**src/rtl/vscale_hasti_arbiter.sv**
```systemverilog
// vscale_hasti_arbiter
//   N-master to 1-slave HASTI (AHB-lite subset) arbiter for the multicore build.
//   Address and data phases are pipelined, and masters are picked round-robin.
//   If a master's data phase completes while its next address phase is still
//   stalled by arbitration, that response is held in a per-master buffer.
//   The buffered response is released in the cycle the stalled address is accepted.
//
// Ports (master buses are packed, master i in slice i):
//   clk, reset               clock, synchronous active-high reset
//   m_haddr/hwrite/hsize/htrans/hwdata   per-master request inputs
//   m_hrdata/hready/hresp    per-master response outputs
//   s_*                      shared slave port (hburst/hmastlock/hprot constant)
//   grant_idx                master owning the current address phase (debug)
//
// Optional feature: define VSCALE_HASTI_ARB_WAIT_CNT_EN to add per-master
//   saturating stall counters (wait_cnt output, wait_cnt_clr input).
module vscale_hasti_arbiter #(
    parameter int N_MASTERS = 4,
    parameter int IDX_W     = 2
) (
    input  logic                    clk,
    input  logic                    reset,
    input  logic [N_MASTERS*32-1:0] m_haddr,
    input  logic [N_MASTERS-1:0]    m_hwrite,
    input  logic [N_MASTERS*3-1:0]  m_hsize,
    input  logic [N_MASTERS*2-1:0]  m_htrans,
    input  logic [N_MASTERS*32-1:0] m_hwdata,
    output logic [N_MASTERS*32-1:0] m_hrdata,
    output logic [N_MASTERS-1:0]    m_hready,
    output logic [N_MASTERS-1:0]    m_hresp,
    output logic [31:0]             s_haddr,
    output logic                    s_hwrite,
    output logic [2:0]              s_hsize,
    output logic [2:0]              s_hburst,
    output logic                    s_hmastlock,
    output logic [3:0]              s_hprot,
    output logic [1:0]              s_htrans,
    output logic [31:0]             s_hwdata,
    input  logic [31:0]             s_hrdata,
    input  logic                    s_hready,
    input  logic                    s_hresp,
    output logic [IDX_W-1:0]        grant_idx
`ifdef VSCALE_HASTI_ARB_WAIT_CNT_EN
    ,
    input  logic                    wait_cnt_clr,
    output logic [N_MASTERS*32-1:0] wait_cnt
`endif
);

    typedef enum logic [1:0] {
        HTRANS_IDLE   = 2'b00,
        HTRANS_BUSY   = 2'b01,
        HTRANS_NONSEQ = 2'b10,
        HTRANS_SEQ    = 2'b11
    } htrans_e;

    logic [N_MASTERS-1:0] req;
    logic                 gnt_valid;
    logic [IDX_W-1:0]     gnt;
    logic                 accept;
    logic [N_MASTERS-1:0] live;
    logic [N_MASTERS-1:0] buf_cap;
    logic [N_MASTERS-1:0] hready;
    logic [31:0]          sel_addr;
    logic                 sel_write;
    logic [2:0]           sel_size;
    logic [31:0]          own_wdata;

    logic                 dp_valid_q, dp_valid_d;
    logic [IDX_W-1:0]     dp_owner_q, dp_owner_d;
    logic [IDX_W-1:0]     rr_ptr_q, rr_ptr_d;
    logic [N_MASTERS-1:0] rsp_pending_q, rsp_pending_d;
    logic [N_MASTERS-1:0] rsp_err_q, rsp_err_d;
    logic [31:0]          rsp_data_q [N_MASTERS];
    logic [31:0]          rsp_data_d [N_MASTERS];
    logic [31:0]          haddr_q, haddr_d;
    logic                 hwrite_q, hwrite_d;
    logic [2:0]           hsize_q, hsize_d;

    // Round-robin pick: first requester at or after rr_ptr_q, with wrap.
    // cand is one bit wider so rr_ptr + k never overflows before the wrap.
    always_comb begin
        logic [IDX_W:0] cand;
        gnt_valid = 1'b0;
        gnt       = '0;
        cand      = '0;
        for (int unsigned i = 0; i < N_MASTERS; i++) begin
            req[i] = (m_htrans[2*i +: 2] == HTRANS_NONSEQ);
        end
        for (int unsigned k = 0; k < N_MASTERS; k++) begin
            cand = {1'b0, rr_ptr_q} + (IDX_W+1)'(k);
            if (cand >= (IDX_W+1)'(N_MASTERS)) begin
                cand = cand - (IDX_W+1)'(N_MASTERS);
            end
            if (!gnt_valid && req[cand[IDX_W-1:0]]) begin
                gnt_valid = 1'b1;
                gnt       = cand[IDX_W-1:0];
            end
        end
    end

    assign accept = gnt_valid && s_hready;

    always_comb begin
        sel_addr  = '0;
        sel_write = 1'b0;
        sel_size  = '0;
        own_wdata = '0;
        for (int unsigned i = 0; i < N_MASTERS; i++) begin
            if (gnt == IDX_W'(i)) begin
                sel_addr  = m_haddr[32*i +: 32];
                sel_write = m_hwrite[i];
                sel_size  = m_hsize[3*i +: 3];
            end
            if (dp_owner_q == IDX_W'(i)) begin
                own_wdata = m_hwdata[32*i +: 32];
            end
        end
    end

    // hready[i]: own data phase (live or buffered) is done AND own address
    // phase, if any, is accepted this cycle. Idle masters therefore stay ready
    // even while the slave stalls.
    always_comb begin
        logic granted;
        logic dp_done;
        granted = 1'b0;
        dp_done = 1'b0;
        for (int unsigned i = 0; i < N_MASTERS; i++) begin
            live[i]    = dp_valid_q && (dp_owner_q == IDX_W'(i));
            granted    = accept && (gnt == IDX_W'(i));
            dp_done    = rsp_pending_q[i] || !live[i] || s_hready;
            hready[i]  = dp_done && (!req[i] || granted);
            buf_cap[i] = live[i] && s_hready && req[i] && !granted;

            if (rsp_pending_q[i]) begin
                m_hrdata[32*i +: 32] = rsp_data_q[i];
                m_hresp[i]           = rsp_err_q[i];
            end else if (live[i]) begin
                m_hrdata[32*i +: 32] = s_hrdata;
                m_hresp[i]           = s_hresp;
            end else begin
                m_hrdata[32*i +: 32] = '0;
                m_hresp[i]           = 1'b0;
            end
        end
    end

    assign m_hready    = hready;
    assign s_haddr     = gnt_valid ? sel_addr  : haddr_q;
    assign s_hwrite    = gnt_valid ? sel_write : hwrite_q;
    assign s_hsize     = gnt_valid ? sel_size  : hsize_q;
    assign s_htrans    = gnt_valid ? HTRANS_NONSEQ : HTRANS_IDLE;
    assign s_hwdata    = dp_valid_q ? own_wdata : '0;
    assign s_hburst    = 3'b000;
    assign s_hmastlock = 1'b0;
    assign s_hprot     = 4'b0011;
    assign grant_idx   = gnt;

    always_comb begin
        dp_valid_d    = dp_valid_q;
        dp_owner_d    = dp_owner_q;
        rr_ptr_d      = rr_ptr_q;
        rsp_pending_d = rsp_pending_q;
        rsp_err_d     = rsp_err_q;
        rsp_data_d    = rsp_data_q;
        haddr_d       = s_haddr;
        hwrite_d      = s_hwrite;
        hsize_d       = s_hsize;
        if (s_hready) begin
            dp_valid_d = gnt_valid;
            if (gnt_valid) begin
                dp_owner_d = gnt;
                rr_ptr_d   = (gnt == IDX_W'(N_MASTERS-1)) ? '0 : gnt + IDX_W'(1);
            end
        end
        for (int unsigned i = 0; i < N_MASTERS; i++) begin
            if (buf_cap[i]) begin
                rsp_pending_d[i] = 1'b1;
                rsp_data_d[i]    = s_hrdata;
                rsp_err_d[i]     = s_hresp;
            end else if (accept && (gnt == IDX_W'(i))) begin
                rsp_pending_d[i] = 1'b0;
            end
        end
    end

    always_ff @(posedge clk) begin
        if (reset) begin
            dp_valid_q    <= 1'b0;
            dp_owner_q    <= '0;
            rr_ptr_q      <= '0;
            rsp_pending_q <= '0;
            rsp_err_q     <= '0;
            haddr_q       <= '0;
            hwrite_q      <= 1'b0;
            hsize_q       <= '0;
            for (int unsigned i = 0; i < N_MASTERS; i++) begin
                rsp_data_q[i] <= '0;
            end
        end else begin
            dp_valid_q    <= dp_valid_d;
            dp_owner_q    <= dp_owner_d;
            rr_ptr_q      <= rr_ptr_d;
            rsp_pending_q <= rsp_pending_d;
            rsp_err_q     <= rsp_err_d;
            rsp_data_q    <= rsp_data_d;
            haddr_q       <= haddr_d;
            hwrite_q      <= hwrite_d;
            hsize_q       <= hsize_d;
        end
    end

`ifdef VSCALE_HASTI_ARB_WAIT_CNT_EN
    logic [31:0] wait_cnt_q [N_MASTERS];
    logic [31:0] wait_cnt_d [N_MASTERS];

    // Counts stalled requesting cycles, also while the slave holds hready low.
    always_comb begin
        for (int unsigned i = 0; i < N_MASTERS; i++) begin
            wait_cnt_d[i] = wait_cnt_q[i];
            if (wait_cnt_clr) begin
                wait_cnt_d[i] = '0;
            end else if (req[i] && !hready[i] && (wait_cnt_q[i] != '1)) begin
                wait_cnt_d[i] = wait_cnt_q[i] + 32'd1;
            end
            wait_cnt[32*i +: 32] = wait_cnt_q[i];
        end
    end

    always_ff @(posedge clk) begin
        if (reset) begin
            for (int unsigned i = 0; i < N_MASTERS; i++) begin
                wait_cnt_q[i] <= '0;
            end
        end else begin
            wait_cnt_q <= wait_cnt_d;
        end
    end
`endif

endmodule

```
**config.mk**
```make
export PLATFORM = sky130hd
export DESIGN_NAME = vscale_hasti_arbiter
export DESIGN_NICKNAME = d
export VERILOG_FILES = /design/src/rtl/vscale_hasti_arbiter.sv
export SDC_FILE = /design/constraint.sdc
export NUM_CORES = 1
export LEC_CHECK = 0
export ABC_CLOCK_PERIOD_IN_PS = 10220
export BUFFER_PORTS_ARGS = -buffer_cell sky130_fd_sc_hd__buf_2
export CELL_PAD_IN_SITES_DETAIL_PLACEMENT = 0
export CELL_PAD_IN_SITES_GLOBAL_PLACEMENT = 1
export CORE_AREA = 4 4 205 207
export CTS_CLUSTER_DIAMETER = 120
export DETAILED_ROUTE_END_ITERATION = 6
export DIE_AREA = 0 0 209 211
export PLACE_DENSITY_LB_ADDON = 0.1
export SETUP_SLACK_MARGIN = 0.5
export SLEW_MARGIN = 20
export SYNTH_ARGS = -nofsm -noshare
export SYNTH_HDL_FRONTEND = slang
export SYNTH_SLANG_ARGS = --single-unit
```
**constraint.sdc**
```tcl
create_clock -name clk -period 10.22 [get_ports clk]
set_clock_uncertainty 0.15 [all_clocks]
set_input_delay 2.044 -clock clk [delete_from_list [all_inputs] [get_ports clk]]
set_output_delay 2.044 -clock clk [all_outputs]
set_load 0.005 [all_outputs]
```
After elaboration in Yosys (flattened, before gate mapping)
Cells that the tools add are included.
{"block": "classes", "bitwise_logic": 0, "magnitude_cmp": 8, "n_mux": 66, "n_eq_ne": 10, "multipliers": 0, "add_sub_neg": 8, "n_reduce_logical": 62, "n_div": 0, "shift": 0}
{"op": "32-bit 2-to-1 mux", "count": 18}
{"op": "1-bit 2-to-1 mux", "count": 29}
{"op": "1-bit logical AND", "count": 28}
{"op": "2-bit 2-to-1 mux", "count": 10}
{"op": "2-bit equality test (second input constant)", "count": 8}
{"op": "1-bit logical NOT", "count": 15}
{"op": "3-bit 2-to-1 mux", "count": 5}
{"op": "1-bit logical OR", "count": 12}
{"op": "2-bit by 3-bit < comparator with 1-bit output (second input constant)", "count": 4}
{"op": "3-bit greater-or-equal comparator (second input constant)", "count": 3}
{"op": "1-bit binary-select mux with 2-bit select", "count": 4}
{"op": "2-bit nonzero test", "count": 4}
{"op": "2-bit by 1-bit subtractor with 2-bit output (second input constant)", "count": 4}
{"op": "2-bit by 2-bit adder with 3-bit output (second input constant)", "count": 2}
{"op": "2-bit by 1-bit equality test with 1-bit output (second input constant)", "count": 2}
{"op": "2-bit logical NOT", "count": 2}
{"op": "2-bit by 1-bit adder with 3-bit output (second input constant)", "count": 1}
{"op": "2-bit by 3-bit greater-or-equal comparator with 1-bit output (second input constant)", "count": 1}
{"op": "2-bit by 1-bit adder with 2-bit output (second input constant)", "count": 1}
{"op": "2-bit AND reduction", "count": 1}
{"block": "word_totals", "latch_bits": 0, "regBits": 177, "n_memories": 0, "mem_bits_ro": 0, "ram_bits": 0, "wordCells": 172}

Depth between registers and ports, before layout
Gate-level depths: netlist (run 1).
{"block": "logic_depth", "word_depth": 20, "mapped_depth": 12, "depth_no_buf": 9}

Worst setup path after synthesis (run 1)
Ideal clock, no wire load.
{"block": "synth_path", "path_type": "in2out", "startpoint": "input port m_htrans[4]", "endpoint": "output port s_haddr[24]", "slack_ps": 3897, "t_required_ps": 8026, "t_arrival_ps": 4129, "stages": 12, "path_cell_list": "nand2b_1 > clkbuf_1 > o221a_2 > o22a_1 > inv_1 > ha_1 > buf_2 > clkbuf_1 > a21oi_1 > a221oi_1 > a211oi_1 > nor2_1"}
{"block": "synth_via", "elab_chain_len": 19}
{"element": "start, declared", "line": "26", "rtl": "input logic [N_MASTERS*2-1:0] m_htrans,"}
{"element": "2-bit equality test (*)", "line": "88", "rtl": "req[i] = (m_htrans[2*i +: 2] == HTRANS_NONSEQ);"}
{"element": "1-bit binary-select mux with 2-bit select", "line": "95", "rtl": "if (!gnt_valid && req[cand[IDX_W-1:0]]) begin"}
{"element": "1-bit 2-to-1 mux (implied by the code)", "line": "95"}
{"element": "1-bit 2-to-1 mux", "line": "95"}
{"element": "1-bit logical NOT", "line": "95"}
{"element": "1-bit logical AND", "line": "95"}
{"element": "1-bit 2-to-1 mux", "line": "95"}
{"element": "1-bit logical NOT", "line": "95"}
{"element": "[2 not listed]"}
{"element": "1-bit logical NOT", "line": "95"}
{"element": "1-bit logical AND", "line": "95"}
{"element": "2-bit 2-to-1 mux (*)", "line": "95"}
{"element": "net grant_idx[0]", "line": "42", "rtl": "output logic [IDX_W-1:0] grant_idx"}
{"element": "2-bit logical NOT", "line": "110", "rtl": "if (gnt == IDX_W'(i)) begin"}
{"element": "32-bit 2-to-1 mux (3 in series)", "line": "110"}
{"element": "32-bit 2-to-1 mux (*)", "line": "110"}
{"element": "32-bit 2-to-1 mux (*)", "line": "150", "rtl": "assign s_haddr = gnt_valid ? sel_addr : haddr_q;"}
{"element": "end, declared", "line": "31", "rtl": "output logic [31:0] s_haddr,"}
The timed path passes the listed nets; every way through them passes the cells marked *. The select of a mux whose other input is x is not followed.

Final worst setup path (run 1)
{"block": "layout_path", "startpoint": "input port m_htrans[7]", "endpoint": "output port s_haddr[11]"}
{"block": "layout_via", "elab_chain_len": 19}
{"element": "2-bit equality test (*)", "line": "88"}
{"element": "1-bit binary-select mux with 2-bit select", "line": "95"}
{"element": "1-bit 2-to-1 mux (implied by the code)", "line": "95"}
{"element": "1-bit 2-to-1 mux", "line": "95"}
{"element": "1-bit logical NOT", "line": "95"}
{"element": "1-bit logical AND", "line": "95"}
{"element": "1-bit 2-to-1 mux", "line": "95"}
{"element": "1-bit logical NOT", "line": "95"}
{"element": "1-bit logical AND", "line": "95"}
{"element": "1-bit 2-to-1 mux", "line": "95"}
{"element": "1-bit logical NOT", "line": "95"}
{"element": "1-bit logical AND", "line": "95"}
{"element": "2-bit 2-to-1 mux", "line": "95"}
{"element": "2-bit logical NOT", "line": "110"}
{"element": "32-bit 2-to-1 mux (4 in series)", "line": "110"}
{"element": "32-bit 2-to-1 mux (*)", "line": "150"}
Every way passes the cells marked *; elsewhere a longest branch is shown, timed or not. The select of a mux whose other input is x is not followed.

==> flow_summary_export.csv, run 1 <==
group,metric,value,unit
clock_tree,cts_buffer_depth,2,
run_status,status,"finished, final reports clean",
clock_tree,htreeDepth,4,
yosys,synth.yosys.warnings,0,
finish,nFillCells,4450,
yosys,synthCells,1301,
yosys,seq_area_frac_synth,0.3325,
setup_path,cpMaxStageDelayCell,"ha_2",
global_route,antenna_found_initial,14,
setup_path,slowest_delay,0.81,ns
detailed_routing,wl_per_cell,22.68,um
sta,post-route-period-util,0.7368,
clock_tree,clk_latency,0.44,ns
pwr,ir_drop,108.8,uV
sta,slew_headroom,0.2833,
clock_tree,clk_pin_slew_worst_paths,0.07,ns
global_route,overflow,0,
finish,fin_area,13940,um^2
placement,finalWeightedCongestion,0.9322,
yosys,syn_area_per_cell,8.191,um^2
clock_tree,cts-buffers-inserted,17,
sta,layout_min_cycle_time,7.530,ns
sta,setup_violations,0,
setup_path,path_buf_inv,3,
global_route,grt_pass1_wl,73970,um
setup_path,worstPathRequired,8.03,ns
setup_path,startpoint_type,"input pin",
detailed_routing,viasPerCell,5.040,
yosys,yosysTopAreaCell,"dfxtp_1",
finish,synthToLayoutAreaGrowth,30.77,%
sta,tightest_slew,1.075,ns
sta,max_freq,132.8,MHz
finish,fin_util,0.3452,
flow_run,cap_viol_max_count,0,
clock_tree,cts_setup_buffers,0,
yosys,netlist.area_leader.share,0.3325,
placement,port_buffers,522,
yosys,synth_cell_type_count,44,
finish,regArea,3550,um^2
sta,slew_violations,0,
setup_path,critPathKind,"input pin to primary output",
clock_tree,cts-root-buf,"clkbuf_16",
detailed_routing,drt_wl_total,51160,um
sta,tns,0,ns
detailed_routing,drc,0,
sta,hold_violations,0,
clock_tree,cts.sink_count,177,
die,row_count,74,
die,io_pins,532,
global_route,grt_max_degree,110,
sta,rsz0062_at_grt,"no",
setup_path,worst-path-max-fanout,51,
setup_path,path_cells,"buf_2 > nor2b_1 > o221a_2 > o22a_1 > ha_2 > buf_4 > a21oi_1 > a221oi_1 > a211oi_1 > nor2_1 > buf_2",
finish,drive_gt1_frac,0.4000,
pwr,p_total,0.001833,W
setup_path,worstSetupEndpointType,"primary output",
clock_tree,ctsHoldBuffers,0,
detailed_routing,ant_nets,0,
finish,nNetsFinal,2023,
detailed_routing,vias,11370,
detailed_routing,dr.first_iter.drc_count,628,
placement,placed_area,13360,um^2
yosys,yosys-top-cells-area,"dfxtp_1 33%, a22o_1 11%, nand2_1 9.4%, a21oi_1 8.0%, mux4_2 6.8%",
global_route,grt_pass1_vias,11234,
clock_tree,ctsResizeCount,0,
detailed_routing,firstDrtPassIters,5,
pwr,power_density,131.5,nW/um^2
finish,multi_input_area,6210,um^2
die,die_y,211,um
setup_path,cpMostUsedCell,"buf_2",
yosys,yosys_register_bits,177,
clock_tree,cts_tree,"built",
placement,dp_hpwl,37340,um
setup_path,crit_family,"compound AO/OA/AOI/OAI gates",
die,die_w,209,um
die,coreArea,40370,um^2
pwr,p_leak,5.898,nW
global_route,track_usage,0.2203,
yosys,netlist_area,10660,um^2
setup_path,crit_arrival,5.34,ns
min_path,min_path_type,"flop to flop",
die,die-area,44100,um^2
die,start_util,0.2640,
==> cells in the mapped netlist (all sizes together) <==
cell type	instances
nand2b	5
a31oi	1
buf	88
o31ai	2
a211oi	43
nor3b	3
inv	40
mux4	32
dfxtp	177
or4b	1
o22ai	1
a22o	132
and2	32
a221oi	36
and2b	1
clkbuf	80
nor2b	5
nand3b	38
a21oi	171
o22a	1
o21ai	9
o41ai	1
or4	2
o221a	1
nand2	269
nor3	40
nor4	3
ha	4
nor4b	2
nor2	77
a41oi	1
conb	2
nand4b	1
==> worst reg2reg max path: cells and delay by family (launching register included) <==
kind / cells / cell delay (ns)
buffers and inverters: 2 / 0.82
AND/OR/NAND/NOR: 4 / 0.72
adder cells (fa/ha/maj): 1 / 0.85
AO/OA/AOI/OAI: 2 / 0.48
flip-flops: 1 / 0.35
==> report_power, final <==
part           internal, W  switching (W)
registers         0.000713      0.0000212
clock network     0.000329       0.000311
logic             0.000200       0.000258
==> cells by family after synthesis <==
family / after synthesis / share of synthesized area
other: 2 / 0.0007047
AO/OA/AOI/OAI: 399 / 0.2590
AND/OR/NAND/NOR: 479 / 0.2435
multiplexers: 32 / 0.06763
flip-flops: 177 / 0.3325
buffers and inverters: 208 / 0.09193
adder cells (fa/ha/maj): 4 / 0.004697
==> metrics by stage <==
stage / cells / hold WS, ns / setup WS [ns]
2_1_floorplan: 1308 / 0.2821 / 3.897
3_3_place_gp: 2216 / 0.2890 / 2.852
3_5_place_dp: 2216 / 0.2950 / 2.766
4_1_cts: 2247 / 0.3037 / 2.752
5_1_grt: 2255 / 0.3194 / 2.503
6_report: 2256 / 0.3029 / 2.690
==> cells in the final DEF (no fill, tap or decap), drive strengths merged, types with 4 or more instances in the layout <==
cell type / n
nor2: 77
buf: 544
a211oi: 43
nor2b: 5
mux4: 32
a22o: 132
nor3: 40
conb: 9
nand2b: 5
a21oi: 171
inv: 46
o21ai: 9
ha: 4
nand3b: 38
dfxtp: 177
clkbuf: 19
nand2: 269
a221oi: 36
diode: 9
and2: 32
==> per-layer routing <==
metal | global-route usage | vias to the layer above | part of all wire
met2 | 0.3498 | 420 | 0.46
met3 | 0.06030 | 58 | 0.070
met4 | 0.06616 | 8 | 0.021
met1 | 0.2949 | 5490 | 0.45
li1 | - | 5394 | -
met5 | 0 | - | 0.00090
==> area by class of cell <==
cell class	count	share of cell area
Tap cell	532	0.04776
Inverter	40	0.01095
Multi-Input combinational cell	923	0.4456
Clock inverter	12	0.007093
Sequential cell	177	0.2547
Clock buffer	19	0.03250
Antenna cell	9	0.001616
Timing Repair Buffer	544	0.1998
==> worst paths after layout <==
check	startpoint	end	slack (ns)	depth (start not counted)
setup / recovery	m_htrans[7]	s_haddr[11]	2.69	11
hold / removal	rsp_data_q[73]$_SDFFE_PP0P_	rsp_data_q[73]$_SDFFE_PP0P_	0.30	2
setup reg to reg	rr_ptr_q[0]$_SDFFE_PP0N_	rsp_data_q[86]$_SDFFE_PP0P_	6.77	9
hold reg to reg	rsp_data_q[73]$_SDFFE_PP0P_	rsp_data_q[73]$_SDFFE_PP0P_	0.30	2
==> sequential cells by signal, summed over array words and instances (netlist names) <==
register	flops
dp_owner_q	2
hsize_q	3
rsp_data_q	128
rsp_pending_q	4
rr_ptr_q	2
dp_valid_q	1
haddr_q	32
rsp_err_q	4
hwrite_q	1
Power figures use the tool's default switching activity.
==> run 2, diff against run 1 <==
--- a/config.mk
+++ b/config.mk
@@ -5,14 +5,15 @@
 export SDC_FILE = /design/constraint.sdc
 export NUM_CORES = 1
 export LEC_CHECK = 0
-export ABC_CLOCK_PERIOD_IN_PS = 10220
+export ABC_AREA = 1
+export ABC_CLOCK_PERIOD_IN_PS = 7100
 export BUFFER_PORTS_ARGS = -buffer_cell sky130_fd_sc_hd__buf_2
 export CELL_PAD_IN_SITES_DETAIL_PLACEMENT = 0
 export CELL_PAD_IN_SITES_GLOBAL_PLACEMENT = 1
-export CORE_AREA = 4 4 205 207
+export CORE_AREA = 4 4 207 209
 export CTS_CLUSTER_DIAMETER = 120
 export DETAILED_ROUTE_END_ITERATION = 6
-export DIE_AREA = 0 0 209 211
+export DIE_AREA = 0 0 211 213
 export PLACE_DENSITY_LB_ADDON = 0.1
 export SETUP_SLACK_MARGIN = 0.5
 export SLEW_MARGIN = 20
==> constraint.sdc (replaced) <==
create_clock -name clk -period 7.1 [get_ports clk]
set_clock_uncertainty 0.15 [all_clocks]
set_input_delay 1.42 -clock clk [delete_from_list [all_inputs] [get_ports clk]]
set_output_delay 1.42 -clock clk [all_outputs]
set_load 0.005 [all_outputs]
==> flow_summary_export.csv, run 2 <==
group,metric,value,unit
run_status,status,"finished, final reports clean",
yosys,netlist.area_leader.share,0.3277,
setup_path,reg2regPathDepth,18,
yosys,netlist_top_cells_count,"519 x nand2_1, 220 x nor2_1, 188 x o21ai_0, 177 x dfxtp_1, 145 x inv_1",
setup_path,worst-path-max-fanout,25,
flow_run,cap_viol_max_count,0,
yosys,synth_most_common_cell,"nand2_1",
finish,nNetsFinal,2557,
placement,dp_hpwl,37270,um
sta,layout_min_cycle_time,5.996,ns
yosys,seq_area_frac_synth,0.3277,
global_route,grt_pass1_vias,12846,
clock_tree,ctsHoldBuffers,0,
setup_path,crit_path_start,"m_htrans[2]",
die,io_pins,532,
sta,whs,0.3190,ns
placement,finalWeightedCongestion,0.9003,
setup_path,r2r-start,"rr_ptr_q[0]$_SDFFE_PP0N_",
finish,synthToLayoutAreaGrowth,32.11,%
pwr,p_leak,7.441,nW
detailed_routing,vias,13434,
global_route,grt_max_degree,90,
sta,slew_violations,0,
die,coreArea,40830,um^2
detailed_routing,dr.first_iter.drc_count,889,
global_route,grt_pass1_wl,77340,um
placement,port_buffers,522,
sta,rsz0062_at_grt,"no",
setup_path,crit_arrival,4.43,ns
sta,slew_headroom,0.2892,
finish,drive_gt1_frac,0.2662,
yosys,yosys-top-cells-area,"dfxtp_1 33%, nand2_1 18%, o21ai_0 8.7%, nor2_1 7.6%, a21oi_1 6.7%",
pwr,power_switching,0.003058,W
setup_path,critPathKind,"input pin to primary output",
setup_path,r2r_end,"rsp_data_q[70]$_SDFFE_PP0P_",
finish,fin_area,14280,um^2
sta,setup_violations,0,
pwr,seqPwrFrac,0.195,
pwr,comb_power_share,0.636,
yosys,synth.yosys.warnings,0,
yosys,ys_async_sr_fraction,0,
sta,tightest_slew,1.066,ns
yosys,synth_cell_type_count,25,
global_route,track_usage,0.2223,
clock_tree,cts-root-buf,"clkbuf_16",
die,die-area,44940,um^2
clock_tree,htreeDepth,4,
pwr,p_sw_frac,0.5032,
sta,max_freq,166.8,MHz
detailed_routing,drc,0,
finish,reg.largest.list,"rsp_data_q (128), haddr_q (32)",
detailed_routing,viasPerCell,4.819,
detailed_routing,wl_per_cell,18.79,um
yosys,synth_edf_count,0,
setup_path,startpoint_type,"input pin",
setup_path,worstSetupEndpointType,"primary output",
setup_path,crit_path_end,"s_hsize[0]",
setup_path,worstPathRequired,5.53,ns
finish,final_cell_mix,"522 x buf_2, 517 x nand2_1, 219 x nor2_1, 188 x o21ai_0, 175 x dfxtp_1",
clock_tree,clk_latency,0.44,ns
die,start_util,0.2648,
yosys,yosys_register_bits,177,
global_route,antenna_found_initial,11,
detailed_routing,ant_nets,0,
yosys,yosysTopAreaCell,"dfxtp_1",
yosys,ys.flop_type,"dfxtp_1",
placement,placed_area,13640,um^2
clock_tree,clk_pin_slew_worst_paths,0.06,ns
pwr,p_int,0.003019,W
clock_tree,cts_buffer_depth,2,
clock_tree,cts.sink_count,177,
finish,final_common_cell,"buf_2",
finish,largest_reg_flops,128,
min_path,min_path_type,"flop to flop",
pwr,ir_drop,418.4,uV
sta,hold_violations,0,
pwr,clkPwrFrac,0.169,
die,die_w,211,um
detailed_routing,firstDrtPassIters,5,
yosys,syn_area_per_cell,5.963,um^2
die,row_count,74,
clock_tree,cts_tree,"built",
pwr,power_density,425.4,nW/um^2
clock_tree,cts-buffers-inserted,17,
setup_path,rrSetupSlack,3.33,ns
finish,nFillCells,4618,
clock_tree,ctsResizeCount,0,
detailed_routing,drt_wl_total,52390,um
sta,post-route-period-util,0.8445,
sta,tns,0,ns
die,die_y,213,um
yosys,synthCells,1813,
clock_tree,cts_setup_buffers,0,
yosys,netlist_area,10810,um^2
finish,largest-register,"rsp_data_q",
global_route,overflow,0,
## run 2: cell count changes in the layout (fill, tap and decap cells not counted), moves of 30 or more
cell,change
a211oi_1,-43
nand3_1,+141
inv_1,+105
a22o_1,-132
mux4_2,-32
and2_1,-32
nand3b_1,-38
nor3_2,-30
a221oi_1,-36
nand2_1,+249
o22ai_1,+79
nor2_1,+171
o21ai_0,+179
## run 2: worst max-delay path: stages
cell     delay (ns)
buf_2          0.11
inv_1          0.10
nand3_1        0.12
nand3_1        0.12
nand2_1        0.15
nand2_1        0.13
o21ai_0        0.08
o21ai_0        0.09
nand2_1        0.16
ha_1           0.24
inv_1          0.60
buf_4          0.32
o21ai_0        0.19
o21ai_0        0.22
nand2_1        0.11
nand2_1        0.13
buf_2          0.12
## run 2: through the flow
step,std cells,utilization,worst slack (ns),power (W)
finish,2788,0.3498,1.104,0.006076
global route,2787,0.3498,0.7631,0.006680
floorplan,1820,-,1.821,0.003599
global placement,2750,0.3341,0.8671,0.005120
CTS,2782,0.3493,0.8364,0.006172
detailed placement,2750,0.3341,0.8459,0.005109
## run 2: worst min-delay path by stage
stage	from	to	slack, ns	depth (start not counted)
global route	hwrite_q$_SDFF_PP0_	hwrite_q$_SDFF_PP0_	0.34	2
detailed placement	haddr_q[23]$_SDFF_PP0_	haddr_q[23]$_SDFF_PP0_	0.31	2
floorplan	haddr_q[3]$_SDFF_PP0_	haddr_q[3]$_SDFF_PP0_	0.30	2
CTS	haddr_q[23]$_SDFF_PP0_	haddr_q[23]$_SDFF_PP0_	0.32	2
global placement	haddr_q[4]$_SDFF_PP0_	haddr_q[4]$_SDFF_PP0_	0.31	2
finish	haddr_q[21]$_SDFF_PP0_	haddr_q[21]$_SDFF_PP0_	0.32	2
## run 2: cell type report
type | instances | area, um^2 | area share
Multi-Input combinational cell | 1343 | 6067 | 0.4248
Sequential cell | 177 | 3546 | 0.2482
Timing Repair Buffer | 546 | 2793 | 0.1955
Tap cell | 532 | 665.6 | 0.04660
Inverter | 152 | 575.6 | 0.04029
Clock buffer | 21 | 470.5 | 0.03294
Clock inverter | 11 | 151.4 | 0.01060
Antenna cell | 6 | 15.01 | 0.001051
## run 2: logic make-up after synthesis
logic type	Yosys count	share of synthesized area
other	2	0.0006946
and+or+nand+nor	892	0.3317
DFF	177	0.3277
adders and majority gates	4	0.004629
AOI/OAI and AO/OA	438	0.2176
buffers and inverters	300	0.1177
## run 2: per-layer routing
layer / GRT usage / wire (um) / part of all wire
met3: 0.06862 / 4131 / 0.079
met5: 0 / 69 / 0.0013
met2: 0.3796 / 25300 / 0.48
met1: 0.2725 / 21920 / 0.42
met4: 0.05969 / 964 / 0.018
## run 2: power by group through the flow
stage / logic [W] / registers (W) / clock network (W)
floorplan: 0.00245 / 0.00115 / 0
global placement: 0.00391 / 0.00121 / 0
detailed placement: 0.00390 / 0.00121 / 0
CTS: 0.00392 / 0.00119 / 0.00107
global route: 0.00438 / 0.00120 / 0.00110
finish: 0.00386 / 0.00118 / 0.00103
